<file path="src/rtl/hazard_pkg.sv">
// hazard_pkg: types and constants shared by the hazard controller files.
//   state_t            : controller states (RUN, FLUSH, MEM_WAIT)
//   REG_IDX_W          : register-index width used by all source/dest ports
//   FLUSH_CYCLES_MIN/MAX: legal range of the per-branch flush length
//   legal_flush_cycles : clamps a requested flush length into that range
package hazard_pkg;

    localparam int REG_IDX_W        = 4;
    localparam int FLUSH_CYCLES_MIN = 1;
    localparam int FLUSH_CYCLES_MAX = 7;

    typedef enum logic [1:0] {
        RUN      = 2'd0,
        FLUSH    = 2'd1,
        MEM_WAIT = 2'd2
    } state_t;

    // flush_left is 3 bits wide, so anything outside 1..7 is pulled back in.
    function automatic int legal_flush_cycles(input int fc);
        if (fc < FLUSH_CYCLES_MIN) return FLUSH_CYCLES_MIN;
        if (fc > FLUSH_CYCLES_MAX) return FLUSH_CYCLES_MAX;
        return fc;
    endfunction

endpackage

</file>
<file path="src/rtl/hazard_cmp.sv">
// hazard_cmp: combinational match of ID-stage sources against in-flight
// EXE/MEM destinations, producing the data-hazard request.
// Build option: FORWARDING_EN
//   defined   -> only load-use hazards (load in EXE feeding ID) stall
//   undefined -> any in-flight producer (EXE or MEM) of a used source stalls
// Ports:
//   id_src_1/2, id_src_1/2_used : ID instruction sources and their use flags
//   exe_dest, exe_wb_en, exe_mem_r_en : producer held in ID/EXE
//   mem_dest, mem_wb_en         : producer held in EXE/MEM
//   data_hz                     : ID instruction must stall
module hazard_cmp
    import hazard_pkg::*;
(
    input  logic [REG_IDX_W-1:0] id_src_1,
    input  logic [REG_IDX_W-1:0] id_src_2,
    input  logic                 id_src_1_used,
    input  logic                 id_src_2_used,
    input  logic [REG_IDX_W-1:0] exe_dest,
    input  logic                 exe_wb_en,
    input  logic                 exe_mem_r_en,
    input  logic [REG_IDX_W-1:0] mem_dest,
    input  logic                 mem_wb_en,
    output logic                 data_hz
);

    logic m_exe1;
    logic m_exe2;
    logic m_mem1;
    logic m_mem2;

    assign m_exe1 = id_src_1_used & exe_wb_en & (id_src_1 == exe_dest);
    assign m_exe2 = id_src_2_used & exe_wb_en & (id_src_2 == exe_dest);
    assign m_mem1 = id_src_1_used & mem_wb_en & (id_src_1 == mem_dest);
    assign m_mem2 = id_src_2_used & mem_wb_en & (id_src_2 == mem_dest);

`ifdef FORWARDING_EN
    // ALU results reach ID through the forwarding unit; only a load still
    // in EXE has no value to forward yet.
    logic unused_mem_terms;
    assign unused_mem_terms = m_mem1 | m_mem2;
    assign data_hz = exe_mem_r_en & (m_exe1 | m_exe2);
`else
    logic unused_load_flag;
    assign unused_load_flag = exe_mem_r_en;
    assign data_hz = m_exe1 | m_exe2 | m_mem1 | m_mem2;
`endif

endmodule

</file>
<file path="src/rtl/hazard_ctrl.sv">
// hazard_ctrl: freeze/flush control for the IF/ID and ID/EXE pipeline
// registers, plus a whole-pipe freeze while data memory is busy.
// Build option: FORWARDING_EN (selects the hazard rule inside hazard_cmp).
// Parameters:
//   FLUSH_CYCLES : flush cycles per taken branch (1..7)
//   STALL_CNT_W  : width of the saturating data-stall counter
// Ports:
//   clk, rst (async, active-low)
//   id_src_*, exe_*, mem_dest, mem_wb_en : hazard inputs
//   exe_b     : taken branch resolving in EXE
//   mem_busy  : data memory not ready
//   freeze_* / flush_* : pipeline register controls (combinational)
//   stall_cnt : data-stall cycles since reset
//
// state    | meaning
// ---------+---------------------------------------------------------
// RUN      | normal issue; data hazards stall ID
// FLUSH    | squashing wrong-path fetches, flush_left cycles remain
// MEM_WAIT | pipe frozen on mem_busy; ret_state is resumed afterwards
module hazard_ctrl
    import hazard_pkg::*;
#(
    parameter int FLUSH_CYCLES = 1,
    parameter int STALL_CNT_W  = 16
) (
    input  logic                   clk,
    input  logic                   rst,
    input  logic [REG_IDX_W-1:0]   id_src_1,
    input  logic [REG_IDX_W-1:0]   id_src_2,
    input  logic                   id_src_1_used,
    input  logic                   id_src_2_used,
    input  logic [REG_IDX_W-1:0]   exe_dest,
    input  logic                   exe_wb_en,
    input  logic                   exe_mem_r_en,
    input  logic                   exe_b,
    input  logic [REG_IDX_W-1:0]   mem_dest,
    input  logic                   mem_wb_en,
    input  logic                   mem_busy,
    output logic                   freeze_pc,
    output logic                   freeze_if_id,
    output logic                   flush_if_id,
    output logic                   freeze_id_exe,
    output logic                   flush_id_exe,
    output logic                   freeze_exe_mem,
    output logic [STALL_CNT_W-1:0] stall_cnt
);

    localparam int       FC_LEGAL    = legal_flush_cycles(FLUSH_CYCLES);
    localparam logic [2:0] FLUSH_LOAD = 3'(FC_LEGAL - 1);
    localparam bit       MULTI_FLUSH = (FC_LEGAL > 1);
    localparam logic [STALL_CNT_W-1:0] CNT_ONE = {{(STALL_CNT_W-1){1'b0}}, 1'b1};

    state_t     state;
    state_t     ret_state;
    logic [2:0] flush_left;

    state_t state_eff;
    logic   data_hz;
    logic   flush_active;
    logic   stall;

    hazard_cmp u_cmp (
        .id_src_1      (id_src_1),
        .id_src_2      (id_src_2),
        .id_src_1_used (id_src_1_used),
        .id_src_2_used (id_src_2_used),
        .exe_dest      (exe_dest),
        .exe_wb_en     (exe_wb_en),
        .exe_mem_r_en  (exe_mem_r_en),
        .mem_dest      (mem_dest),
        .mem_wb_en     (mem_wb_en),
        .data_hz       (data_hz)
    );

    // The first non-busy cycle after MEM_WAIT already behaves as the saved
    // state, so the outputs look through MEM_WAIT to ret_state.
    always_comb begin
        state_eff    = (state == MEM_WAIT) ? ret_state : state;
        flush_active = exe_b | (state_eff == FLUSH);
        // A taken branch squashes the ID instruction, so it never stalls.
        stall        = ~exe_b & (state_eff == RUN) & data_hz;

        freeze_pc      = mem_busy | stall;
        freeze_if_id   = mem_busy | stall;
        flush_if_id    = ~mem_busy & flush_active;
        freeze_id_exe  = mem_busy;
        flush_id_exe   = ~mem_busy & (flush_active | stall);
        freeze_exe_mem = mem_busy;
    end

    always_ff @(posedge clk or negedge rst) begin
        if (!rst) begin
            state      <= RUN;
            ret_state  <= RUN;
            flush_left <= 3'd0;
            stall_cnt  <= '0;
        end else if (mem_busy) begin
            // Only the first busy cycle records where to resume.
            if (state != MEM_WAIT) begin
                ret_state <= state;
                state     <= MEM_WAIT;
            end
        end else if (exe_b) begin
            if (MULTI_FLUSH) begin
                flush_left <= FLUSH_LOAD;
                state      <= FLUSH;
            end else begin
                state <= RUN;
            end
        end else if (state_eff == FLUSH) begin
            flush_left <= flush_left - 3'd1;
            state      <= (flush_left == 3'd1) ? RUN : FLUSH;
        end else begin
            state <= RUN;
            if (data_hz && (stall_cnt != {STALL_CNT_W{1'b1}}))
                stall_cnt <= stall_cnt + CNT_ONE;
        end
    end

endmodule
</file>
<file path="config.mk">
export PLATFORM = sky130hd
export DESIGN_NAME = hazard_ctrl
export DESIGN_NICKNAME = d
export VERILOG_FILES = /design/src/rtl/hazard_pkg.sv /design/src/rtl/hazard_cmp.sv /design/src/rtl/hazard_ctrl.sv
export SDC_FILE = /design/constraint.sdc
export NUM_CORES = 1
export LEC_CHECK = 0
export BUFFER_PORTS_ARGS = -buffer_cell sky130_fd_sc_hd__buf_2
export CAP_MARGIN = 20
export CORE_ASPECT_RATIO = 2
export CORE_MARGIN = 5
export CORE_UTILIZATION = 52
export CTS_BUF_LIST = sky130_fd_sc_hd__clkbuf_2
export CTS_CLUSTER_SIZE = 8
export DETAILED_ROUTE_END_ITERATION = 8
export PLACE_DENSITY_LB_ADDON = 0.12
export SLEW_MARGIN = 20
export SYNTH_ARGS = -nofsm -noshare
export SYNTH_HDL_FRONTEND = slang
export SYNTH_SLANG_ARGS = --single-unit
</file>
<file path="constraint.sdc">
create_clock -name clk -period 2.1 [get_ports clk]
set_input_delay 0.21 -clock clk [delete_from_list [all_inputs] [get_ports clk]]
set_output_delay 0.21 -clock clk [all_outputs]
set_load 0.005 [all_outputs]
</file>
---- Yosys cells after proc, flatten, opt, wreduce, memory -nomap -nowiden ----
Cells that the tools add are included.
word-level totals
  register bits after elaboration ......... 23
  bits of input ports ..................... 25
  output and inout port bits .............. 22
  word-level logic and storage cells ...... 48
operators by class
  add/sub/neg operators ................... 2
  eq/ne operators ......................... 10
  multiplexer cells ....................... 6
  bitwise gates (word level) .............. 21
  reduce and logical (&&, ||, !) cells .... 5
operators with widths
  operator                                                count
  adder 16 x 1 -> 16 bit (second input constant)          1
  == test 4 bit                                           4
  inequality test 16 bit (second input constant)          1
  AND 1 bit                                               12
  2-to-1 mux 2 bit                                        3
  OR 1 bit                                                6
  AND reduction 4 bit                                     1
  == test 3 x 1 -> 1 bit (second input constant)          1
  2-to-1 mux 1 bit                                        3
  NOT 1 bit                                               3
  AND reduction 3 bit                                     1
  subtractor 3 x 1 -> 3 bit (second input constant)       1
  == test 2 x 1 -> 1 bit (second input constant)          1
  == test 2 bit (second input constant)                   1
  logical NOT 2 bit                                       1
  inequality test 2 x 1 -> 1 bit (second input constant)  1
  inequality test 2 bit (second input constant)           1
  AND reduction 2 bit                                     1
  logical AND 1 bit                                       1

---- Longest topological paths before layout ----
Gate-level depths: netlist (run 1).
  depth after elaboration ................. 8
  gate-level depth with buffers ........... 7
  depth with buffers taken out ............ 6

---- Hierarchy ----
Synthesis (run 1) repeated with hierarchy kept, for this count alone.
unflattened totals
  cell total of the unflattened synthesis .. 139
  area, all modules ....................... 1423.9 um^2
by module, submodules not included
  module       times used  cells an instance  area an instance (um^2)  seq. area each (um^2)
  hazard_ctrl  1           114                1232.4                   575.6
  hazard_cmp   1           25                 191.4                    0.0

---- Worst setup path after synthesis (run 1) ----
Ideal clock, no wire load.
  path type ............................... register to register
  start point ............................. register state[1]
  end point ............................... register stall_cnt[1]
  setup time .............................. 125 ps
  data arrival time ....................... 1448 ps
  data required time ...................... 1975 ps
  setup slack ............................. 527 ps
  cell stages (with the launch flop) ...... 7
  path buffers ............................ 0
  clock period less this slack ............ 1573 ps
  cells stage by stage .................... dfrtp_1 -> and4bb_4 -> nor3_4 -> nand2b_2 -> a21oi_4 -> nand2_2 -> mux2_4
on the way
  cells in the longest elaborated chain, start to end .. 5
ends and longest elaborated chain
  element                                 RTL line            source
  from (decl)                             hazard_ctrl.sv:53   state_t state;
  from (signal assigned)                  hazard_ctrl.sv:112  state <= (flush_left == 3'd1) ? RUN : FLUSH;
  == test 2 bit                           hazard_ctrl.sv:78   state_eff = (state == MEM_WAIT) ? ret_state : state;
  2-to-1 mux 2 bit *                      hazard_ctrl.sv:78
  == test 2 x 1 -> 1 bit *                hazard_ctrl.sv:110  end else if (state_eff == FLUSH) begin
  NOT 1 bit (no source line) *            --
  AND reduction 4 bit (no source line) *  --
  to (signal assigned)                    hazard_ctrl.sv:116  stall_cnt <= stall_cnt + CNT_ONE;
  to (decl)                               hazard_ctrl.sv:45   output logic [STALL_CNT_W-1:0] stall_cnt
Every way passes the cells marked *; elsewhere a longest branch is shown, timed or not.
A chain may end at the register's enable or synchronous reset.

---- Worst setup path after layout (run 1) ----
  start point ............................. register state[0]
  end point ............................... register stall_cnt[10]
Same word-level chain as after synthesis.

==> reports/qor.txt, run 1 <==
Outcome: finished clean
Slew Viols, Final: 0
Minimum clock period: 1.85 ns
Site Rows: 27
DR WL/cell: 14.1 um
DRT Pass-1 Iters: 5
Grt total ovfl: 0
Hold buffers post-CTS: 1
Chip height: 85.1 um
Layout cells sized above 1: 36.8%
Yosys cell types: 30
RSZ-0062 raised after global routing: no
Via-to-Cell Ratio: 5.42
Initial core utilization: 53.6%
Slew @ Worst Pin: 0.556 ns
Power, Total: 0.000834 W
CP Max Fanout: 8
CTS tree: yes
Total negative slack: 0 ns
Synth top area share: 39.2%
Post-route antenna net violation count: 0
Total CTS buffers: 3
Flop2flop setup slack: 0.25 ns
FF+latch count, synth: 23
Hold path start: exe_b
Leakage power: 0.828 nW
Seq/Total Area, Yosys: 39.2%
Initial antenna violation count: 0
Crit Path Category: reg2reg
Relative slew slack: 62.6%
Routability cong.: 0.778
Setup Skew: 0.00922 ns
First-pass GRT wire length: 5120 um
Die area: 4050 um^2
Fmax: 542 MHz
Clk root buf: clkbuf_2
Area delta synth->final: 17.7%
Cells resized by post-CTS repair: 0
Clk_lat worst skew: 0.34 ns
Clock sinks: 23
I/O Pins: 47
Commonest cells after routing, fill and taps aside: buf_2 (45), dfrtp_1 (23), xnor2_1 (21)
DRC: 0
Post-CTS Setup Repair Bufs: 0
Chip Width: 47.6 um
Post-synth top area cell: dfrtp_1
Crit path required time: 2.36 ns
Worst hold path class: in2reg
Reg2reg start: state[0]$_DFFE_PN0P_
Syn_area_per_cell: 10.1 um^2
DP HPWL: 2540 um
Setup crit start kind: register
N_diodes: 0
H-tree Lvls: 1
# port buffers: 45
Crit share post-route: 87.9%
GRT Util Overall: 16.9%
Synthesis Warnings: 0
PD cells: 484 nW/um^2
Setup violations, final: 0
Clock-pin slew on the worst setup and hold paths: 0.23 ns
Final WL: 3080 um
Clock buffer depth: 2
Commonest non-fill, non-tap cell in the layout: buf_2
Synth top area cells: dfrtp_1 (39%), xnor2_1 (13%), xor2_1 (7.2%), nand3_2 (6.8%), nand4_1 (3.8%)
Mapped Cells: 145
DR iter-0 viols: 8
Vias in the first global route: 1247
Max_cap viols: 0
Mapped Nets: 173
Core ar.: 2740 um^2
Critical path data arrival time: 2.10 ns
Start point of the critical path: state[0]$_DFFE_PN0P_
VDD IR max: 0.000325 V
CP Capture Type: register
Largest net degree at the start of global routing: 24
Final nets: 219
Via Count: 1186
Mapped cell area: 1470 um^2
Fin. Hold Viols: 0
## layout make-up
type | instances | area (um^2)
Inverter | 5 | 18.8
Fill cell | 235 | 1010
Multi-Input combinational cell | 108 | 807
Tap cell | 29 | 36.3
Clock buffer | 3 | 15.0
Clock inverter | 1 | 5.00
Sequential cell | 23 | 576
Timing Repair Buffer | 50 | 268
## flip-flops by register name, indices dropped and copies added (netlist names)
signal,count
ret_state,2
state,2
stall_cnt,16
flush_left,3
## through the flow
step	area, um^2	hold slack, ns	cells	util (%)	setup slack, ns
after floorplan	1470	-0.0856	145	-	0.527
after detailed placement	1690	0.214	213	61.6	0.272
after CTS	1720	0.0197	218	62.7	0.224
after global routing	1730	0.301	219	63.1	0.113
final	1730	0.316	219	63.1	0.254
after global placement	1690	0.207	213	61.6	0.291
## synth_stat cells (all sizes together)
cell    number
a22o         1
nor2        10
nand2       10
o21ai        3
a21oi        5
nor3         8
nand3       15
buf          6
and3         4
and4bb       1
xor2        12
mux2         1
nand4       10
nor2b        1
dfrtp       23
xnor2       21
clkbuf       3
nand2b       2
ha           3
nand4b       1
inv          5
## path summary, 6_finish.rpt
kind / endpoint / cells after the start
worst min register to register: stall_cnt[15]$_DFFE_PN0P_ / 1
worst max register to register: stall_cnt[10]$_DFFE_PN0P_ / 7
worst min-delay path: stall_cnt[15]$_DFFE_PN0P_ / 6
min in group asynchronous: flush_left[2]$_DFFE_PN0P_ / 2
max in group asynchronous: ret_state[1]$_DFFE_PN0P_ / 2
worst max-delay path: stall_cnt[10]$_DFFE_PN0P_ / 7
## cells by family (layout without fill, tap and decap cells)
kind of cell               Yosys count  after routing  share of synthesized area (%)
and+or+nand+nor                     62             62                           27.6
xor gates and xnor gates            33             33                           19.7
DFF                                 23             23                           39.2
buffers and inverters               14             59                           5.72
AOI/OAI and AO/OA                    9              9                           4.10
adders and majority gates            3              3                           2.56
muxes                                1              1                           1.02
## critical path: stages (launching register included)
cell,delay [ns]
dfrtp_1,0.46
and4bb_4,0.23
nor3_4,0.21
nand2b_2,0.10
a21oi_4,0.27
buf_4,0.20
nand4_1,0.13
xnor2_1,0.17
## where the power goes
group          internal [W]  switching [W]
Combinational     0.0000810      0.0000819
Clock             0.0000432       0.000142
Sequential         0.000461      0.0000249
Total              0.000585       0.000249
## routing by layer
layer  GRT usage, %  routed length (um)  share of wire (%)
met5              0                   0                  0
met4           10.5                  81                2.6
met2           29.2                1780                 58
met3           2.97                 135                4.4
met1           17.1                1080                 35
No activity file was read; power rests on OpenSTA's default activity.
==> inputs of run 2 (changes only) <==
--- a/config.mk
+++ b/config.mk
@@ -6,7 +6,6 @@
 export NUM_CORES = 1
 export LEC_CHECK = 0
 export BUFFER_PORTS_ARGS = -buffer_cell sky130_fd_sc_hd__buf_2
-export CAP_MARGIN = 20
 export CORE_ASPECT_RATIO = 2
 export CORE_MARGIN = 5
 export CORE_UTILIZATION = 52
@@ -17,4 +16,5 @@
 export SLEW_MARGIN = 20
 export SYNTH_ARGS = -nofsm -noshare
 export SYNTH_HDL_FRONTEND = slang
+export SYNTH_HIERARCHICAL = 1
 export SYNTH_SLANG_ARGS = --single-unit
==> run 2 against run 1 <==
  * Final area increased by 0.29%
  * Worst setup slack got worse by 0.15 ns
  * Count of clock-buffer cells in the layout unchanged
  * Sequential cell count unchanged
  * Combinational power decreased by 8%
  * Register-to-register slack got worse by 0.05 ns
  * Final cell count decreased by 0.46%
  * Critical path depth increased by 3
  * First-iteration DRC count increased by 130%
  * Global-route usage increased by 0.25 points
  * Largest cell class unchanged
==> reports/qor.txt, run 2 <==
Initial antenna violation count: 0 (unchanged)
Chip Width: 47 um (-1.2%)
Fillcell total: 258 (+9.8%)
Most frequent cell after synthesis: xor2_1
Area delta synth->final: 21.5%
Cell area after layout: 1730 um^2 (+0.29%)
Max reg flops: 16 (unchanged)
Clk root buf: clkbuf_2
CTS tree: yes
Critical path data arrival time: 2.26 ns (+0.16 ns)
Ys async rst share: 100% (unchanged)
Via-to-Cell Ratio: 5.46 (+0.88%)
Grt total ovfl: 0 (unchanged)
Syn_area_per_cell: 10.2 um^2 (+1.3%)
Yosys cell types: 30 (unchanged)
Worst hold path class: in2reg
Clock buffer depth: 2 (unchanged)
Worst R2R Path Depth: 5 (-2)
Crit share post-route: 95.2% (+7.3 points)
Clk_lat worst skew: 0.32 ns (-0.02 ns)
CP max stage delay: 0.51 ns (+0.05 ns)
N_diodes: 0 (unchanged)
Seq/Total Area, Yosys: 40.4% (+1.2 points)
Largest net degree at the start of global routing: 24 (unchanged)
Core ar.: 2700 um^2 (-1.2%)
Setup Skew: 0.00720 ns (-0.00202 ns)
EDFF count, synth: 0 (unchanged)
Worst path cell trace: buf_2 -> xor2_1 -> nor3_1 -> nand4_1 -> nand4_1 -> nor2b_2 -> or4b_4 -> buf_4 -> nor4_2 -> xor2_1
Mapped cell area: 1420 um^2 (-2.9%)
I/O Pins: 47 (unchanged)
Setup crit start kind: input pin
CP Capture Type: register
Setup violations, final: 0 (unchanged)
Post-route antenna net violation count: 0 (unchanged)
Outcome: finished clean
Max_cap viols: 0 (unchanged)
Slew @ Worst Pin: 0.590 ns (+0.0343 ns)
Via Count: 1191 (+0.42%)
Post-synth top area cell: dfrtp_1
Relative slew slack: 60.2% (-2.3 points)
Hold path depth: 1 (-5)
Count of buffer and inverter cells on the critical path: 2 (+1)
Mapped Cells: 139 (-4.1%)
CP Max Fanout: 5 (-3)
Site Rows: 27 (unchanged)
Top reg by flops: stall_cnt
Mapped Nets: 167 (-3.5%)
CP delay by family, top: simple AND/OR/NAND/NOR gates
RSZ-0062 raised after global routing: no
Largest registers: stall_cnt (16), flush_left (3)
Final WL: 3040 um (-1.3%)
Post-CTS Setup Repair Bufs: 0 (unchanged)
GRT Util Overall: 17.1% (+0.25 points)
Initial core utilization: 52.7% (-0.90 points)
CP max stage cell: or4b_4
Synth top area cells: dfrtp_1 (40%), xor2_1 (16%), nor4_2 (6.2%), xnor2_1 (4.3%), nand4_1 (3.5%)
Fin. Hold Viols: 0 (unchanged)
Synth top cells by count: xor2_1 (26), dfrtp_1 (23), nor3_1 (9), nand4_1 (8)
Slew Viols, Final: 0 (unchanged)
Total CTS buffers: 3 (unchanged)
Minimum clock period: 2.00 ns (+0.154 ns)
Chip height: 84 um (-1.3%)
Endpoint, Worst Hold: state[1]$_DFFE_PN0P_
DRT Pass-1 Iters: 4 (-1)
PD cells: 471 nW/um^2 (-2.5%)
DR iter-0 viols: 18 (+10)
Routability cong.: 0.824 (+5.9%)
VDD IR max: 0.000457 V (+41%)
Clock-pin slew on the worst setup and hold paths: 0.22 ns (about the same)
DP HPWL: 2560 um (+0.65%)
DR WL/cell: 13.9 um (-0.85%)
Final nets: 218 (-0.46%)
Hold path start: mem_busy
Commonest cells after routing, fill and taps aside: buf_2 (45), xor2_1 (26), dfrtp_1 (23)
# port buffers: 45 (unchanged)
Layout cells sized above 1: 37.0% (+0.19 points)
Reg2reg start: stall_cnt[0]$_DFFE_PN0P_
Crit path required time: 2.36 ns (about the same)
First-pass GRT wire length: 5200 um (+1.6%)
FF+latch count, synth: 23 (unchanged)
Worst R2R End: stall_cnt[12]$_DFFE_PN0P_
Fmax: 500 MHz (-7.7%)
Crit Path Category: in2reg
Clock sinks: 23 (unchanged)
Leakage power: 0.894 nW (+8.0%)
Placed Area: 1700 um^2 (+0.74%)
Primary flip-flop cell chosen by synthesis mapping: dfrtp_1
Die area: 3950 um^2 (-2.4%)
Pre-CTS worst setup slack: -0.240 ns (-0.511 ns)
Commonest non-fill, non-tap cell in the layout: buf_2
Synthesis Warnings: 6 (+6)
H-tree Lvls: 1 (unchanged)
DRC: 0 (unchanged)
Register area: 576 um^2 (unchanged)
Vias in the first global route: 1273 (+2.1%)
Multi-input gate area: 785 um^2 (-2.8%)
Synth top area share: 40.4% (+1.2 points)
Flop2flop setup slack: 0.20 ns (-0.05 ns)
Min setup slack post-route: 0.0998 ns (-0.154 ns)
==> run 2: changes by cell type after synthesis, moves of 3 or more <==
cell / change
and3_1: -4
nand3_2: -10
nor2_1: -4
nor3_1: +3
nor4_2: +7
xnor2_1: -14
xor2_1: +14
==> run 2: metal layers <==
| metal | part of all wire (%) | global-route usage (%) | wire length, um |
|---|---|---|---|
| met3 | 4.4 | 2.16 | 134 |
| met5 | 0 | 0 | 0 |
| met1 | 34 | 18.1 | 1050 |
| met2 | 60 | 31.5 | 1810 |
| met4 | 1.5 | 6.30 | 45 |
==> run 2: what timing repair did <==
item,in CTS,in global routing
endpoints found under the setup margin,0,4
hold buffers,1,0
hold endpoints to repair,23,0
gates resized for setup,0,1
==> run 2: cells by family (layout without fill, tap and decap cells) <==
logic type      count (synthesis)  after routing  synth area share (%)
simple gates                   57             57                  27.7
flops                          23             23                  40.4
mux                             1              1                 0.791
buf+inv                        14             64                  5.10
fa+ha+maj                       3              3                  2.64
xor+xnor                       33             33                  20.3
compound gates                  8              8                  3.08
==> run 2: stage by stage <==
stage	power [W]	hold WS [ns]	instances	setup TNS, ns	utilization [%]
finish	0.000816	0.0851	218	0	64.0
global route	0.000860	0.0573	218	0	64.0
CTS	0.000823	0.0695	218	0	63.9
detailed placement	0.000651	0.208	213	-2.50	62.8
global placement	0.000641	0.195	213	-1.19	62.8
floorplan	0.000569	-0.0856	139	0	-
==> run 2: layout make-up <==
type,count,share of cell area [%]
clock inverter,1,0.289
sequential,23,33.3
inverter,7,1.52
clock buffer,3,0.868
timing repair buffer,53,16.6
multi-input combinational,102,45.3
tap,29,2.10
==> run 2: worst max-delay path by stage <==
stage	from	end	slack, ns	cells past startpoint
floorplan	exe_dest[3]	stall_cnt[1]$_DFFE_PN0P_	0.15	8
global placement	exe_dest[3]	stall_cnt[1]$_DFFE_PN0P_	-0.14	9
detailed placement	exe_dest[3]	stall_cnt[2]$_DFFE_PN0P_	-0.24	10
CTS	exe_dest[3]	stall_cnt[13]$_DFFE_PN0P_	0.1	10
global route	exe_dest[3]	stall_cnt[7]$_DFFE_PN0P_	0.01	10
finish	exe_dest[3]	stall_cnt[13]$_DFFE_PN0P_	0.1	10
==> run 2: where the power goes <==
group	total, W	internal, W	switching, W
clock	0.000174	0.0000433	0.000131
sequential	0.000492	0.000465	0.0000261
combinational	0.000150	0.0000758	0.0000740
==> run 2: worst register-to-register path, delay by kind of cell, from the launching register on <==
family / cells / cell delay (ns)
AND/OR/NAND/NOR: 3 / 1.03
flip-flops: 1 / 0.45
adder cells (fa/ha/maj): 1 / 0.23
XOR/XNOR: 1 / 0.16
==> inputs of run 3 (changes only) <==
--- a/config.mk
+++ b/config.mk
@@ -12,6 +12,7 @@
 export CTS_BUF_LIST = sky130_fd_sc_hd__clkbuf_2
 export CTS_CLUSTER_SIZE = 8
 export DETAILED_ROUTE_END_ITERATION = 8
+export MAX_ROUTING_LAYER = met4
 export PLACE_DENSITY_LB_ADDON = 0.12
 export SLEW_MARGIN = 20
 export SYNTH_ARGS = -nofsm -noshare
==> run 3 against run 2 <==
  * Utilization stayed put
  * Wire length decreased by 0.26%
  * Sequential share of layout area did not move
  * Clock skew decreased by 0.00076 ns
  * Non-clock buffer count is the same
  * Combinational power is essentially flat
  * Total power about the same
  * Sequential cell count is the same
==> reports/qor.txt, run 3 (same netlist as run 2, synthesis figures left out) <==
CP delay by family, top: simple AND/OR/NAND/NOR gates
First-pass GRT wire length: 5210 um (+0.13%)
Post-route antenna net violation count: 0 (unchanged)
Leakage power: 0.894 nW (unchanged)
Clk root buf: clkbuf_2
I/O Pins: 47 (unchanged)
Setup crit start kind: input pin
DR WL/cell: 13.9 um (-0.26%)
Grt total ovfl: 0 (unchanged)
Worst path cell trace: buf_2 -> xor2_1 -> nor3_1 -> nand4_1 -> nand4_1 -> nor2b_2 -> or4b_4 -> buf_4 -> nor4_2 -> xor2_1
Layout cells sized above 1: 37.0% (unchanged)
CP max stage delay: 0.51 ns (about the same)
CP Capture Type: register
CP Max Fanout: 5 (unchanged)
PD cells: 471 nW/um^2 (about the same)
Max reg flops: 16 (unchanged)
Via Count: 1186 (-0.42%)
Chip Width: 47 um (unchanged)
Clk_lat worst skew: 0.32 ns (about the same)
Final WL: 3030 um (-0.26%)
Min setup slack post-route: 0.109 ns (+0.00892 ns)
VDD IR max: 0.000458 V (+0.24%)
Area delta synth->final: 21.5% (unchanged)
Setup Skew: 0.00644 ns (-0.000762 ns)
Minimum clock period: 1.99 ns (-0.00892 ns)
Crit path required time: 2.36 ns (about the same)
Die area: 3950 um^2 (unchanged)
Site Rows: 27 (unchanged)
Largest registers: stall_cnt (16), flush_left (3)
Slew @ Worst Pin: 0.589 ns (-0.00104 ns)
RSZ-0062 raised after global routing: no
Worst hold path class: in2reg
Initial antenna violation count: 0 (unchanged)
Routability cong.: 0.836 (+1.5%)
Setup violations, final: 0 (unchanged)
Pre-CTS worst setup slack: -0.240 ns (unchanged)
Post-CTS Setup Repair Bufs: 0 (unchanged)
Largest net degree at the start of global routing: 24 (unchanged)
Clock sinks: 23 (unchanged)
Fmax: 502 MHz (+0.45%)
H-tree Lvls: 1 (unchanged)
CP max stage cell: or4b_4
Vias in the first global route: 1273 (unchanged)
Crit share post-route: 94.8% (-0.42 points)
Fin. Hold Viols: 0 (unchanged)
Slew Viols, Final: 0 (unchanged)
Final cell count without fillers: 218 (unchanged)
Commonest non-fill, non-tap cell in the layout: buf_2
Top reg by flops: stall_cnt
Clock buffer depth: 2 (unchanged)
DR iter-0 viols: 19 (+1)
Core ar.: 2700 um^2 (unchanged)
DP HPWL: 2560 um (unchanged)
Crit Path Category: in2reg
# port buffers: 45 (unchanged)
Placed Area: 1700 um^2 (unchanged)
Relative slew slack: 60.3% (+0.070 points)
Outcome: finished clean
DRT Pass-1 Iters: 4 (unchanged)
Total CTS buffers: 3 (unchanged)
Final nets: 218 (unchanged)
Clock-pin slew on the worst setup and hold paths: 0.22 ns (about the same)
Critical path data arrival time: 2.25 ns (about the same)
Cell area after layout: 1730 um^2 (unchanged)
Via-to-Cell Ratio: 5.44 (-0.42%)
GRT Util Overall: 17.6% (+0.43 points)
Initial core utilization: 52.7% (unchanged)
N_diodes: 0 (unchanged)
Max_cap viols: 0 (unchanged)
CTS tree: yes
Chip height: 84 um (unchanged)
Hold slack final: 0.0846 ns (-0.000542 ns)
Dpl cells: 213 (unchanged)
DRC: 0 (unchanged)
Count of buffer and inverter cells on the critical path: 2 (unchanged)
Commonest cells after routing, fill and taps aside: buf_2 (45), xor2_1 (26), dfrtp_1 (23)
==> run 3: power by group <==
| group | switching, W | internal (W) |
|---|---|---|
| Combinational | 0.0000739 | 0.0000758 |
| Sequential | 0.0000261 | 0.000465 |
| Clock | 0.000131 | 0.0000433 |
==> run 3: repair_timing <==
action,CTS,global route
endpoints found under the hold margin,23,0
hold buffers,1,0
endpoints found under the setup margin,0,4
gates resized for setup,0,1
==> run 3: per-layer routing <==
layer	vias to the layer above	GRT usage, %	share of wire [%]
met5	-	-	0
met4	0	6.30	1.5
met3	4	2.16	4.4
met2	24	31.5	59
met1	575	18.1	35
li1	583	-	-
==> run 3: path summary, 6_finish.rpt <==
| check | from | to | slack, ns | depth (start not counted) |
|---|---|---|---|---|
| min in group asynchronous | rst | stall_cnt[12]$_DFFE_PN0P_ | 0.34 | 2 |
| setup / recovery | exe_dest[3] | stall_cnt[13]$_DFFE_PN0P_ | 0.11 | 10 |
| max in group asynchronous | rst | state[1]$_DFFE_PN0P_ | 1.42 | 2 |
| hold / removal | mem_busy | state[1]$_DFFE_PN0P_ | 0.08 | 1 |
| hold reg to reg | stall_cnt[14]$_DFFE_PN0P_ | stall_cnt[14]$_DFFE_PN0P_ | 0.51 | 1 |
| setup reg to reg | stall_cnt[0]$_DFFE_PN0P_ | stall_cnt[12]$_DFFE_PN0P_ | 0.20 | 5 |
==> run 3: layout make-up <==
class | instances | area [um^2]
multi-input cells | 102 | 785
clock buffers | 3 | 15.0
well taps | 29 | 36.3
inverters | 7 | 26.3
clock inverters | 1 | 5.00
flip-flops and latches | 23 | 576
fillers | 258 | 972
repair buffers | 53 | 288
==> run 3: per-stage QoR <==
step | setup TNS [ns] | power [W] | util, %
3_5_place_dp | -2.50 | 0.000651 | 62.8
2_1_floorplan | 0 | 0.000569 | -
4_1_cts | 0 | 0.000823 | 63.9
3_3_place_gp | -1.19 | 0.000641 | 62.8
5_1_grt | 0 | 0.000860 | 64.0
6_report | 0 | 0.000816 | 64.0
